===== src/rtl/seg7_pkg.sv =====
// Shared constants for the seven-segment scan driver: digit count and
// active-low glyphs in {g,f,e,d,c,b,a} order.
package seg7_pkg;

    localparam int unsigned NUM_DIGITS = 4;
    localparam int unsigned IDX_W      = 2;
    localparam int unsigned NIB_W      = 4;
    localparam int unsigned SEG_W      = 7;
    localparam int unsigned VALUE_W    = NUM_DIGITS * NIB_W;

    localparam logic [SEG_W-1:0] SEG_0 = 7'b1000000;
    localparam logic [SEG_W-1:0] SEG_1 = 7'b1111001;
    localparam logic [SEG_W-1:0] SEG_2 = 7'b0100100;
    localparam logic [SEG_W-1:0] SEG_3 = 7'b0110000;
    localparam logic [SEG_W-1:0] SEG_4 = 7'b0011001;
    localparam logic [SEG_W-1:0] SEG_5 = 7'b0010010;
    localparam logic [SEG_W-1:0] SEG_6 = 7'b0000010;
    localparam logic [SEG_W-1:0] SEG_7 = 7'b1111000;
    localparam logic [SEG_W-1:0] SEG_8 = 7'b0000000;
    localparam logic [SEG_W-1:0] SEG_9 = 7'b0010000;
    localparam logic [SEG_W-1:0] SEG_A = 7'b0001000;
    localparam logic [SEG_W-1:0] SEG_B = 7'b0000011;
    localparam logic [SEG_W-1:0] SEG_C = 7'b1000110;
    localparam logic [SEG_W-1:0] SEG_D = 7'b0100001;
    localparam logic [SEG_W-1:0] SEG_E = 7'b0000110;
    localparam logic [SEG_W-1:0] SEG_F = 7'b0001110;

    localparam logic [SEG_W-1:0]      SEG_OFF = 7'b1111111;
    localparam logic [NUM_DIGITS-1:0] AN_OFF  = 4'b1111;

endpackage


===== src/rtl/hex_to_seg7.sv =====
// Combinational hex nibble to active-low seven-segment glyph.
module hex_to_seg7
    import seg7_pkg::*;
(
    input  logic [3:0] nibble,
    output logic [6:0] glyph_c
);

    always_comb begin
        glyph_c = SEG_OFF;
        case (nibble)
            4'h0: glyph_c = SEG_0;
            4'h1: glyph_c = SEG_1;
            4'h2: glyph_c = SEG_2;
            4'h3: glyph_c = SEG_3;
            4'h4: glyph_c = SEG_4;
            4'h5: glyph_c = SEG_5;
            4'h6: glyph_c = SEG_6;
            4'h7: glyph_c = SEG_7;
            4'h8: glyph_c = SEG_8;
            4'h9: glyph_c = SEG_9;
            4'hA: glyph_c = SEG_A;
            4'hB: glyph_c = SEG_B;
            4'hC: glyph_c = SEG_C;
            4'hD: glyph_c = SEG_D;
            4'hE: glyph_c = SEG_E;
            4'hF: glyph_c = SEG_F;
            default: glyph_c = SEG_OFF;
        endcase
    end

endmodule


===== src/rtl/seg7_scan_driver.sv =====
// Four-digit common-anode display scanner, stepped by rising edges of the
// divider's scan_clk after synchronizing it into the clk_in domain.
module seg7_scan_driver
    import seg7_pkg::*;
#(
    parameter int unsigned SYNC_STAGES = 2
) (
    input  logic        clk_in,
    input  logic        rst,
    input  logic        scan_clk,
    input  logic        enable,
    input  logic [15:0] value,
    input  logic [3:0]  dp_in,
    input  logic        blank_lz,
    output logic [3:0]  an,
    output logic [6:0]  seg,
    output logic        dp
);

    logic [SYNC_STAGES-1:0] sync_q;
    logic                   scan_prev_q;
    logic                   tick;
    logic                   drive_pend;
    logic [IDX_W-1:0]       idx;

    logic [VALUE_W-1:0]     sh_value;
    logic [NUM_DIGITS-1:0]  sh_dp;
    logic                   sh_blank_lz;

    logic [NIB_W-1:0]       nib_c;
    logic [SEG_W-1:0]       glyph_c;
    logic                   lead_zero_c;
    logic [NUM_DIGITS-1:0]  an_drive_c;
    logic [SEG_W-1:0]       seg_drive_c;
    logic                   dp_drive_c;

    // Synchronizer plus one extra flop for rising-edge detection.
    always_ff @(posedge clk_in or posedge rst) begin
        if (rst) begin
            sync_q      <= '0;
            scan_prev_q <= 1'b0;
            tick        <= 1'b0;
        end else begin
            sync_q      <= {sync_q[SYNC_STAGES-2:0], scan_clk};
            scan_prev_q <= sync_q[SYNC_STAGES-1];
            tick        <= sync_q[SYNC_STAGES-1] & ~scan_prev_q;
        end
    end

    // Digit index and per-scan snapshot; the snapshot is taken on the wrap to digit 0.
    always_ff @(posedge clk_in or posedge rst) begin
        if (rst) begin
            idx         <= 2'd3;
            drive_pend  <= 1'b0;
            sh_value    <= '0;
            sh_dp       <= '0;
            sh_blank_lz <= 1'b0;
        end else begin
            drive_pend <= tick;
            if (tick) begin
                idx <= idx + 2'd1;
                if (idx == 2'd3) begin
                    sh_value    <= value;
                    sh_dp       <= dp_in;
                    sh_blank_lz <= blank_lz;
                end
            end
        end
    end

    always_comb begin
        nib_c       = sh_value[3:0];
        lead_zero_c = 1'b0;
        case (idx)
            2'd0: begin
                nib_c       = sh_value[3:0];
                lead_zero_c = 1'b0;
            end
            2'd1: begin
                nib_c       = sh_value[7:4];
                lead_zero_c = (sh_value[15:4] == 12'h000);
            end
            2'd2: begin
                nib_c       = sh_value[11:8];
                lead_zero_c = (sh_value[15:8] == 8'h00);
            end
            default: begin
                nib_c       = sh_value[15:12];
                lead_zero_c = (sh_value[15:12] == 4'h0);
            end
        endcase
    end

    hex_to_seg7 u_hex_to_seg7 (
        .nibble  (nib_c),
        .glyph_c (glyph_c)
    );

    // Blanked leading zeros keep the anode active so the decimal point can still show.
    always_comb begin
        an_drive_c  = ~(4'b0001 << idx);
        seg_drive_c = (sh_blank_lz && lead_zero_c) ? SEG_OFF : glyph_c;
        dp_drive_c  = ~sh_dp[idx];
    end

    // Disable wins; a tick opens a one-cycle dark gap before the new digit loads.
    always_ff @(posedge clk_in or posedge rst) begin
        if (rst) begin
            an  <= AN_OFF;
            seg <= SEG_OFF;
            dp  <= 1'b1;
        end else if (!enable) begin
            an  <= AN_OFF;
            seg <= SEG_OFF;
            dp  <= 1'b1;
        end else if (tick) begin
            an  <= AN_OFF;
        end else if (drive_pend) begin
            an  <= an_drive_c;
            seg <= seg_drive_c;
            dp  <= dp_drive_c;
        end
    end

endmodule


===== config.mk =====
export PLATFORM = sky130hd
export DESIGN_NAME = seg7_scan_driver
export DESIGN_NICKNAME = d
export VERILOG_FILES = /design/src/rtl/seg7_pkg.sv /design/src/rtl/hex_to_seg7.sv /design/src/rtl/seg7_scan_driver.sv
export SDC_FILE = /design/constraint.sdc
export NUM_CORES = 1
export LEC_CHECK = 0
export BUFFER_PORTS_ARGS = -buffer_cell sky130_fd_sc_hd__buf_2
export CORE_MARGIN = 2
export CORE_UTILIZATION = 45
export DETAILED_ROUTE_END_ITERATION = 12
export PLACE_DENSITY = 0.73
export RECOVER_POWER = 50
export SKIP_CTS_REPAIR_TIMING = 1
export SLEW_MARGIN = 5
export SYNTH_ARGS = -nofsm -noshare
export SYNTH_HDL_FRONTEND = slang
export SYNTH_SLANG_ARGS = --single-unit

===== constraint.sdc =====
create_clock -name clk_in -period 2.4 [get_ports clk_in]
set_input_delay 0.36 -clock clk_in [delete_from_list [all_inputs] [get_ports clk_in]]
set_output_delay 0.36 -clock clk_in [all_outputs]
set_load 0.01 [all_outputs]

==> impl_metrics.csv <==
group,metric,value,unit
sta,setup_ws,0.0108,ns
detailed_routing,dr.pass1.iters,4,
sta,fin_crit_sh,99.6,%
synth,synth_top_family_by_area,"multiplexers",
critical_path,required,2.62,ns
synth,async_flop_share,100,%
global_routing,grt_max_degree,41,
cells_and_area,diodes,0,
detailed_routing,post_drt_via_cell_ratio,5.40,
clocking,clock_tree.root_cell,"clkbuf_8",
clocking,cts.clk_slew.worst_paths,0.07,ns
synth,synth-simple-area-share,6.33,%
clocking,cts_buffer_depth,2,
die,die_w,69.6,um
global_routing,grt_first_pass_wirelength,6530,um
status,status,"finished, violations left",
cells_and_area,final_layout_size_suffix_gt1_share,51.2,%
detailed_routing,vias,1378,
synth,synthAdderAreaFrac,7.11,%
clocking,clk_latency,0.29,ns
sta,hold_viol_final,0,
synth,synth_fp_nets,189,
sta,drv_slew,41,
critical_path,arrival,2.61,ns
sta,fin_crit,2.39,ns
die,row_count,23,
synth,synth_compound_area_share,9.95,%
critical_path,end_kind,"flip-flop",
clocking,htreeDepth,2,
sta,tightest_slew,2.05,ns
cells_and_area,layout.nets,240,
synth,synth_mux_area_share,19.9,%
sta,finClkSkew,0.00226,ns
placed_design,place.gp.congestion,0.889,
synth,synth_ff_type,"dfrtp_1",
sta,rsz0062_at_grt,"yes",
sta,slew_headroom,-36.5,%
detailed_routing,routed_wl,3950,um
synth,ys_seq_area_share,52.6,%
placed_design,hpwlAfterDp,2920,um
clocking,cts_buffers,5,
clocking,cts_tree,"built",
detailed_routing,drt_iter0_drc,89,
detailed_routing,postRouteAntennaNets,0,
detailed_routing,route.detailed.drc,0,
die,core_area,4060,um2
synth,synth_seq_cells,40,
cells_and_area,areaGrowthSynthToFinish,25.2,%
global_routing,grt_pass1_vias,1425,
synth,synth_cell_types,31,
critical_path,cp_max_fo,6,
cells_and_area,fin_area,2420,um2
die,die_area,4840,um2
clocking,cts_sinks,40,
synth,syn_inst,153,
cells_and_area,final_util,59.7,%
detailed_routing,wl_per_cell,15.5,um
hold_path,hold_class,"input port to flip-flop",
placed_design,placed_cell_area,2210,um2
global_routing,grt_overflow,0,
job,maxCapViolCount,1,
synth,syn_avg_cell_area,12.7,um2
synth,syn_area,1940,um2
placed_design,dp_slack,-0.0926,ns
synth,synth-xor-area-share,0.905,%
global_routing,track_usage,17.0,%
sta,finalSetupViolations,0,
die,die_h,69.6,um
placed_design,port_buffers,36,
synth,synth_edf_count,0,
die,io_pins,37,
sta,holdWs,0.174,ns
global_routing,antenna_found_initial,0,
status,violations,"max-capacitance violations, max-slew violations",
synth,yosys_warnings,0,
die,initial_core_util,47.7,%
critical_path,critPathKind,"flip-flop to flip-flop",
pwr,ir_drop,0.000685,V
sta,fmax,419,MHz
pwr,p_leak,0.00106,uW
critical_path,cp-start-kind,"flip-flop",
pwr,p_per_area,1470,nW/um2
cells by family after synthesis:
group                    count (synthesis)
buffers and inverters                   14
flip-flops                              40
AO/OA/AOI/OAI                           24
adder cells (fa/ha/maj)                 11
AND/OR/NAND/NOR                         28
multiplexers                            34
XOR/XNOR                                 2
path summary, 6_finish.rpt:
path | slack (ns) | end | cells past startpoint | startpoint
worst max-delay path | 0.01 | seg[0]$_DFFE_PP1P_ | 6 | idx[0]$_DFFE_PP1P_
worst min-delay path | 0.17 | sync_q[0]$_DFF_PP0_ | 1 | scan_clk
worst max register to register | 0.01 | seg[0]$_DFFE_PP1P_ | 6 | idx[0]$_DFFE_PP1P_
worst min register to register | 0.37 | sync_q[1]$_DFF_PP0_ | 0 | sync_q[0]$_DFF_PP0_
max in group asynchronous | 0.43 | sh_value[3]$_DFFE_PP0P_ | 3 | rst
min in group asynchronous | 0.81 | drive_pend$_DFF_PP0_ | 3 | rst
metal layers:
metal / up-vias / share of wire, % / global-route usage (%)
met1: 680 / 44 / 20.9
met3: 6 / 3.9 / 5.67
met4: 0 / 0.91 / 5.45
met2: 33 / 51 / 28.4
li1: 659 / - / -
met5: - / 0 / 0
power by group:
part / switching, uW / internal (uW)
logic: 916 / 941
registers: 194 / 965
clock network: 230 / 307
synth_stat cells (2+ instances only):
library cell	count	area, um2
clkbuf_1	2	7.51
o32a_1	3	30.0
a222oi_1	4	40.0
o21ai_0	5	25.0
nand2_1	14	52.6
dfrtp_1	26	651
mux2i_1	10	100
inv_1	10	37.5
nor4_1	2	12.5
nor2_1	6	22.5
o22a_1	4	35.0
mux2_2	22	248
o22ai_1	2	12.5
o211ai_1	2	15.0
nor2b_1	2	12.5
dfstp_2	14	368
ha_1	11	138
registers in the layout, summed over array words and instances, names as in the netlist:
signal       cells
sh_value        16
seg              7
an               4
sh_dp            4
idx              2
sync_q           2
dp               1
drive_pend       1
scan_prev_q      1
sh_blank_lz      1
tick             1
cells in the final DEF (no fill, tap or decap), drive strengths merged, types with 2 or more instances in the layout:
cell type / n
buf: 47
mux2i: 10
nor2: 6
inv: 10
o32a: 3
o22a: 4
ha: 11
dfrtp: 26
o21ai: 5
nand2: 14
nor4: 2
nor2b: 2
mux2: 23
o22ai: 2
o211ai: 2
a222oi: 4
dfstp: 14
clkbuf: 6
stage by stage:
| step | total power [uW] | instances | TNS [ns] |
|---|---|---|---|
| 2_1_floorplan | 2310 | 153 | 0 |
| 3_3_place_gp | 2660 | 242 | 0 |
| 3_5_place_dp | 2770 | 242 | -0.104 |
| 4_1_cts | 3320 | 250 | -0.167 |
| 5_1_grt | 3810 | 255 | -0.667 |
| 6_report | 3550 | 255 | 0 |
critical path, cell delays in order (launching register included):
cell,delay (ns)
dfstp_2,0.62
ha_1,0.34
buf_4,0.20
mux2i_1,0.49
nand2_1,0.20
o221a_1,0.28
o22a_1,0.19
final cells by class:
cell class	count	area [um2]
fillers	330	1630
clock inverters	3	42.5
multi-input cells	99	922
repair buffers	48	267
flip-flops and latches	40	1020
inverters	10	42.5
clock buffers	5	68.8
well taps	50	62.6
(Power assumes the default switching activity.)
